--- src/rtl/vm_pkg.sv ---
// rtl/vm_pkg.sv - coin unit values, channel indices and credit types shared by the coin front end
package vm_pkg;

  localparam int NICKEL_UNITS  = 1;
  localparam int DIME_UNITS    = 2;
  localparam int QUARTER_UNITS = 5;

  localparam int CH_NICKEL  = 0;
  localparam int CH_DIME    = 1;
  localparam int CH_QUARTER = 2;

  // Credit carried by a single coin, in nickel units
  typedef logic [2:0] unit_t;

  function automatic unit_t channel_units(input int ch);
    case (ch)
      CH_QUARTER: channel_units = unit_t'(QUARTER_UNITS);
      CH_DIME:    channel_units = unit_t'(DIME_UNITS);
      default:    channel_units = unit_t'(NICKEL_UNITS);
    endcase
  endfunction

endpackage

--- src/rtl/coin_debouncer.sv ---
// rtl/coin_debouncer.sv - two-flop synchronizer, level debouncer and registered rising-edge event
module coin_debouncer #(
  parameter int DEBOUNCE_CYCLES = 16
) (
  input  logic clock,
  input  logic reset,
  input  logic sense,
  output logic rise
);

  localparam int CNT_W = $clog2(DEBOUNCE_CYCLES + 1);

  logic             sync1;
  logic             sync2;
  logic             stable;
  logic [CNT_W-1:0] count;

  // The counter must actually reach DEBOUNCE_CYCLES before stable flips, so a change
  // needs DEBOUNCE_CYCLES+1 consecutive mismatching synced samples.
  always_ff @(posedge clock) begin
    if (reset) begin
      sync1  <= 1'b0;
      sync2  <= 1'b0;
      stable <= 1'b0;
      count  <= '0;
      rise   <= 1'b0;
    end else begin
      sync1 <= sense;
      sync2 <= sync1;
      rise  <= 1'b0;
      if (sync2 == stable) begin
        count <= '0;
      end else if (count == CNT_W'(DEBOUNCE_CYCLES)) begin
        stable <= sync2;
        count  <= '0;
        rise   <= sync2;
      end else begin
        count <= count + 1'b1;
      end
    end
  end

endmodule

--- src/rtl/coin_acceptor_front_end.sv ---
// rtl/coin_acceptor_front_end.sv - debounces coin sensors, buffers credit, emits spaced dime/nickel pulses
module coin_acceptor_front_end
  import vm_pkg::*;
#(
  parameter int DEBOUNCE_CYCLES = 16,
  parameter int MAX_PENDING     = 15,
  parameter int CREDIT_W        = 4
) (
  input  logic                clock,
  input  logic                reset,
  input  logic                nickel_sense,
  input  logic                dime_sense,
  input  logic                quarter_sense,
  input  logic                accept_enable,
  output logic                nickel_valid,
  output logic                dime_valid,
  output logic [2:0]          coin_reject,
  output logic [CREDIT_W-1:0] pending_credit,
  output logic                busy
);

  localparam int SUM_W = CREDIT_W + 3;

  logic [2:0]       sense_bus;
  logic [2:0]       coin_event;
  logic             last_pulse;
  logic [SUM_W-1:0] accepted;
  logic [2:0]       reject_next;
  logic             emit_fire;
  logic             emit_dime;
  logic [SUM_W-1:0] emitted;
  logic [SUM_W-1:0] pending_next;

  assign sense_bus = {quarter_sense, dime_sense, nickel_sense};

  for (genvar ch = 0; ch < 3; ch++) begin : g_debounce
    coin_debouncer #(.DEBOUNCE_CYCLES(DEBOUNCE_CYCLES)) u_debouncer (
      .clock (clock),
      .reset (reset),
      .sense (sense_bus[ch]),
      .rise  (coin_event[ch])
    );
  end

  // Room is judged against the current buffer only; a pulse leaving this cycle frees nothing yet.
  always_comb begin
    accepted    = '0;
    reject_next = '0;
    for (int ch = CH_QUARTER; ch >= CH_NICKEL; ch--) begin
      if (coin_event[ch]) begin
        if (SUM_W'(pending_credit) + accepted + SUM_W'(channel_units(ch)) <= SUM_W'(MAX_PENDING))
          accepted = accepted + SUM_W'(channel_units(ch));
        else
          reject_next[ch] = 1'b1;
      end
    end
  end

  assign emit_fire    = accept_enable && (pending_credit != '0) && !last_pulse;
  assign emit_dime    = emit_fire && (pending_credit >= CREDIT_W'(2));
  assign emitted      = emit_dime ? SUM_W'(2) : (emit_fire ? SUM_W'(1) : '0);
  assign pending_next = SUM_W'(pending_credit) + accepted - emitted;

  always_ff @(posedge clock) begin
    if (reset) begin
      pending_credit <= '0;
      last_pulse     <= 1'b0;
      nickel_valid   <= 1'b0;
      dime_valid     <= 1'b0;
      coin_reject    <= '0;
    end else begin
      pending_credit <= pending_next[CREDIT_W-1:0];
      last_pulse     <= emit_fire;
      nickel_valid   <= emit_fire && !emit_dime;
      dime_valid     <= emit_dime;
      coin_reject    <= reject_next;
    end
  end

  assign busy = (pending_credit != '0);

endmodule

--- config.mk ---
export PLATFORM = sky130hd
export DESIGN_NAME = coin_acceptor_front_end
export DESIGN_NICKNAME = d
export VERILOG_FILES = /design/src/rtl/vm_pkg.sv /design/src/rtl/coin_debouncer.sv /design/src/rtl/coin_acceptor_front_end.sv
export SDC_FILE = /design/constraint.sdc
export NUM_CORES = 1
export LEC_CHECK = 0
export BUFFER_PORTS_ARGS = -buffer_cell sky130_fd_sc_hd__buf_4
export CORE_AREA = 2 2 74 76
export DETAILED_ROUTE_END_ITERATION = 6
export DIE_AREA = 0 0 76 78
export GPL_ROUTABILITY_DRIVEN = 0
export SYNTH_ARGS = -nofsm -noshare
export SYNTH_HDL_FRONTEND = slang
export SYNTH_SLANG_ARGS = --single-unit
--- constraint.sdc ---
create_clock -name clock -period 6.2 [get_ports clock]
set_input_delay 0.93 -clock clock [delete_from_list [all_inputs] [get_ports clock]]
set_output_delay 0.93 -clock clock [all_outputs]
set_load 0.01 [all_outputs]
Word level (Yosys, flattened, before mapping)
Index checks and enable logic that the tools add are counted.
{ "op_classes": {"addsub": 12, "magnitude_cmp": 4, "n_eq_ne": 6, "muxes": 18, "bitwise_logic": 9, "n_reduce_logical": 19} }
{ "op_table": {"columns": ["cell", "n"], "rows": [
  ["$mux 3", 9],
  ["$add 7x3->7", 3],
  ["$reduce_or 3->1", 6],
  ["$add 5x1->5 const B", 3],
  ["$eq 5x5->1 const B", 3],
  ["$add 4x7->7", 2],
  ["$le 7x4->1 const B", 2],
  ["$mux 7", 2],
  ["$not 1->1", 9],
  ["$mux 4", 2],
  ["$reduce_and 2->1", 3],
  ["$reduce_or 2->1", 3],
  ["$add 4x3->5", 1],
  ["$le 5x4->1 const B", 1],
  ["$add 4x3->4", 1],
  ["$add 4x4->4", 1],
  ["$ge 4x2->1 const B", 1],
  ["$logic_and 1x1->1", 4],
  ["$mux 1", 4],
  ["$reduce_bool 4->1", 1],
  ["$sub 4x2->4", 1],
  ["$eq 1x1->1", 3],
  ["$logic_not 1->1", 2],
  ["$mux 2", 1]
]} }
{ "word_totals": {"regBits": 37, "input_bits": 6, "out_inout_bits": 10, "word_cells": 90} }

Depth between registers and ports, before layout
{ "depth": {"word_depth": 23, "depth_mapped": 23, "mapped_depth_nobuf": 23} }

By module
A second synthesis with hierarchy kept.
{ "hier_totals": {"cells_unflattened": 173, "area_unflattened_um2": 1821.7} }
{ "modules_own_cells": {"columns": ["module", "instances", "cells_per_inst", "area_each_um2"], "rows": [
  ["coin_debouncer", 3, 32, 361.6],
  ["coin_acceptor_front_end", 1, 77, 737.0]
]} }

Least setup slack after synthesis
No wires, ideal clock.
{ "synth_timing": {"path_kind": "register to register", "from": "register pending_credit[1]", "to": "register pending_credit[3]", "setup_time_ps": 65, "arrival_time_ps": 4697, "path_slack_ps": 1438, "stages_incl_launch_ff": 20, "path_buffers": 0, "synth_period_minus_slack_ps": 4762, "cell_sequence": "dfxtp_1 -> inv_1 -> ha_1 -> nor3b_1 -> a311oi_2 -> nand2_1 -> inv_1 -> ha_1 -> a21oi_1 -> o21ai_0 -> fa_1 -> nand3b_1 -> nand3_1 -> mux2i_1 -> fa_1 -> ha_1 -> a21o_1 -> a21oi_1 -> xnor3_1 -> nor2_1"} }
{ "synth_between": {"elab_chain_len": 16, "elab_cells_between_ends": 25} }
{ "synth_lines": {"columns": ["element", "line", "source"], "rows": [
  ["start, declared", "coin_acceptor_front_end.sv:18", "output logic [CREDIT_W-1:0] pending_credit,"],
  ["start signal, assigned", "coin_acceptor_front_end.sv:72", "pending_credit <= pending_next[CREDIT_W-1:0];"],
  ["$add 4x3->5", "coin_acceptor_front_end.sv:51", "if (SUM_W'(pending_credit) + accepted + SUM_W'(channel_units(ch)) <= SUM_W'(MAX_PENDING))"],
  ["$le 5x4->1", "coin_acceptor_front_end.sv:51", null],
  ["$mux 3", "coin_acceptor_front_end.sv:51", null],
  ["$mux 3", "coin_acceptor_front_end.sv:50", "if (coin_event[ch]) begin"],
  ["$add 4x7->7", "coin_acceptor_front_end.sv:51", null],
  ["$add 7x3->7", "coin_acceptor_front_end.sv:51", null],
  ["$le 7x4->1", "coin_acceptor_front_end.sv:51", null],
  ["$mux 7", "coin_acceptor_front_end.sv:51", null],
  ["$mux 7", "coin_acceptor_front_end.sv:50", null],
  ["$add 4x7->7", "coin_acceptor_front_end.sv:51", null],
  ["$add 7x3->7", "coin_acceptor_front_end.sv:51", null],
  ["$le 7x4->1", "coin_acceptor_front_end.sv:51", null],
  ["$mux 4", "coin_acceptor_front_end.sv:51", null],
  ["$mux 4", "coin_acceptor_front_end.sv:50", null],
  ["$add 4x4->4", "coin_acceptor_front_end.sv:62", "assign pending_next = SUM_W'(pending_credit) + accepted - emitted;"],
  ["$sub 4x2->4 (*)", "coin_acceptor_front_end.sv:62", null]
]} }
Mark *: on every way between the ends. The rest lies on a longest branch, timed or not.
A chain may end at the register's enable or synchronous reset.

Final worst setup path
Ends and elaborated chain as after synthesis.

==> impl_metrics.env <==
export IMPL_die_height_um=78
export IMPL_die_area_mm2=0.00593
export IMPL_critPathMaxFanout=6
export IMPL_ys_ff_latch=37
export IMPL_grt_antenna_before_repair=0
export IMPL_crit_type="flip-flop to flip-flop"
export IMPL_grt_overflow=0
export IMPL_ctsResizeCount=0
export IMPL_slew_headroom=0.642
export IMPL_clk_pin_slew_ns=0.08
export IMPL_dpl_hpwl_um=1990
export IMPL_cap_violations=0
export IMPL_cts_hold_fix_buffers=0
export IMPL_grt_max_degree=25
export IMPL_port_buffers=15
export IMPL_yosysSeqAreaShare=0.426
export IMPL_hold_viol_final=0
export IMPL_grt_usage=0.102
export IMPL_clock_path_buffers=2
export IMPL_fmax_mhz=193
export IMPL_syn_inst=179
export IMPL_synth_cell_types=28
export IMPL_pin_count=16
export IMPL_end_kind="flip-flop"
export IMPL_whs_path_depth=1
export IMPL_vdd_drop_max_uv=136
export IMPL_hold_start="g_debounce[0].u_debouncer.sync1"
export IMPL_synth_most_common_cell="dfxtp_1"
export IMPL_grt_pass1_wl_um=4890
export IMPL_postCtsSetupRepairBufs=0
export IMPL_drt_pass1_iter_count=4
export IMPL_crit_arrival_ns=5.42
export IMPL_worstPathBufferInverterCount=2
export IMPL_vias=1153
export IMPL_wl_um=2770
export IMPL_via_per_inst=4.27
export IMPL_rr_worst_depth=19
export IMPL_rr_startpoint="pending_credit[1]"
export IMPL_placementRows=26
export IMPL_reg2reg_slack_ns=1.01
export IMPL_drive_above_1_share=0.115
export IMPL_synth_edf_count=0
export IMPL_cp_slowest_cell="dfxtp_1"
export IMPL_power_density_mw_per_mm2=334
export IMPL_status="completed"
export IMPL_synth_top_area_frac=0.426
export IMPL_crit_required_ns=6.43
export IMPL_finalSetupViolCount=0
export IMPL_drt_iter0_markers=29
export IMPL_r2r_end="pending_credit[3]"
export IMPL_nets=228
export IMPL_syn_avg_cell_area_um2=9.71
export IMPL_wl_per_cell_um=10.3
export IMPL_syn_nets=208
export IMPL_startpoint_type="flip-flop"
export IMPL_die_w_um=76
export IMPL_root_buffer="clkbuf_8"
export IMPL_cp_cell_sequence="inv_1, ha_1, nor3b_1, a311oi_2, nand2_1, inv_1, ha_1, a21oi_1, o21ai_0, fa_1, nand3b_1, nand3_1, mux2i_1, fa_1, ha_1, a21o_1, a21oi_1, xnor3_1, nor2_1"
export IMPL_yosys_top_cells_count="37 x dfxtp_1, 24 x nor2_1, 21 x inv_1, 20 x ha_1, 10 x xor2_1"
export IMPL_cts_sinks=37
export IMPL_power_leakage_uw=0.000917
export IMPL_rsz0062_at_grt="no"
export IMPL_route_detailed_drc=0
export IMPL_initial_core_util=0.345
export IMPL_fin_setup_tns_ns=0
export IMPL_critPathMaxStageDelay_ns=0.48
export IMPL_slew_violations=0
export IMPL_antenna_left=0
export IMPL_cts_buffers=5
export IMPL_hp_class="flip-flop to flip-flop"
export IMPL_area_delta_synth_final_pct=17.5
export IMPL_diodes=0
export IMPL_yosysWarnings=0
export IMPL_utilization=0.405
export IMPL_worst_clock_skew_ns=0.00605
export IMPL_whs_endpoint="g_debounce[0].u_debouncer.sync2"
export IMPL_async_flop_share=0
export IMPL_synth_top_area_cell="dfxtp_1"
export IMPL_ys_flop_type="dfxtp_1"
export IMPL_cp_top_family="adder cells"
export IMPL_synthesis_area_mm2=0.00174
export IMPL_synthTopCellsByArea="dfxtp_1 43%, ha_1 14%, nor2_1 5.2%"
export IMPL_worst_slew_pin_slew_ns=0.531
export IMPL_layout_min_cycle_time_ns=5.19
export IMPL_coreArea_mm2=0.00504
export IMPL_path_common_cell="ha_1"
export IMPL_clk_latency_ns=0.29
export IMPL_finalCritPeriodShare=0.836
export IMPL_cts_tree="built"
export IMPL_grt_pass1_vias=1096
export IMPL_cts_htree_levels=2
registers in the layout, indices dropped and copies added (netlist names):
name	cells
last_pulse	1
g_debounce.u_debouncer.stable	3
dime_valid	1
pending_credit	4
g_debounce.u_debouncer.sync1	3
g_debounce.u_debouncer.sync2	3
g_debounce.u_debouncer.count	15
g_debounce.u_debouncer.rise	3
nickel_valid	1
coin_reject	3
worst max-delay path by stage:
stage                                 start                end  depth (start not counted)
final                     pending_credit[1]  pending_credit[3]                         19
after floorplan           pending_credit[1]  pending_credit[3]                         19
after CTS                 pending_credit[1]  pending_credit[3]                         19
after detailed placement  pending_credit[1]  pending_credit[3]                         19
after global routing      pending_credit[1]  pending_credit[3]                         22
after global placement    pending_credit[1]  pending_credit[3]                         19
power breakdown:
part | internal (µW) | leakage (µW) | switching (µW)
registers | 254 | 0.000301 | 22.0
clock network | 121 | 0.0000554 | 88.5
logic | 105 | 0.000561 | 92.5
cells by family (layout without fill, tap and decap cells):
group,Yosys count,in the layout,share of synthesized area
compound gates,8,8,0.0324
xor+xnor,16,16,0.0885
fa+ha+maj,23,23,0.179
buf+inv,23,44,0.0497
flops,37,37,0.426
mux,2,2,0.0115
simple gates,70,70,0.213
area by class of cell:
cell class,instances,area [µm²]
Clock buffer,6,72.6
Timing Repair Buffer,15,113
Inverter,21,78.8
Tap cell,70,87.6
Clock inverter,2,38.8
Fill cell,508,3000
Multi-Input combinational cell,119,911
Sequential cell,37,741
per-layer routing:
| layer | part of all wire | vias up | track usage |
|---|---|---|---|
| met3 | 0.050 | 6 | 0.0407 |
| met2 | 0.44 | 19 | 0.165 |
| met5 | 0 | - | 0 |
| met4 | 0.011 | 0 | 0.0327 |
| met1 | 0.49 | 510 | 0.125 |
| li1 | - | 618 | - |
metrics by stage:
step                      hold WS [ns]  worst slack [ns]  std cells  total power (µW)  instance area [µm²]
after CTS                        0.445             0.980        270               692                 2040
after detailed placement         0.426             0.984        262               480                 1930
after global routing             0.458             0.515        270               729                 2040
after floorplan                  0.414              1.44        179               421                 1740
after global placement           0.418              1.12        262               478                 1930
final                            0.441              1.01        270               683                 2040
cell usage in the layout, fill, tap and decap left out, types with 2 or more instances in the layout:
master    count
and3_1        3
nand3b_1      4
buf_4        15
xnor2_1       5
nor4b_1       3
ha_1         20
xor2_1       10
clkbuf_8      5
nand3_1       9
nor2_1       24
fa_1          3
nor2b_1       7
nor4bb_1      3
inv_1        21
a21oi_1       3
nor3b_1       3
nor3_1        2
nand2_1       9
mux2i_1       2
dfxtp_1      37
worst reg2reg max path, cell delays in order, from the launching register on:
cell      delay, ns
dfxtp_1        0.48
inv_1          0.15
ha_1           0.31
nor3b_1        0.15
a311oi_2       0.36
nand2_1        0.16
inv_1          0.14
ha_1           0.27
a21oi_1        0.18
o21ai_0        0.22
fa_1           0.48
nand3b_1       0.19
nand3_1        0.21
mux2i_1        0.26
fa_1           0.46
ha_1           0.30
a21o_1         0.17
a21oi_1        0.15
xnor3_1        0.39
nor2_1         0.08
No activity file was read; power rests on OpenSTA's default activity.
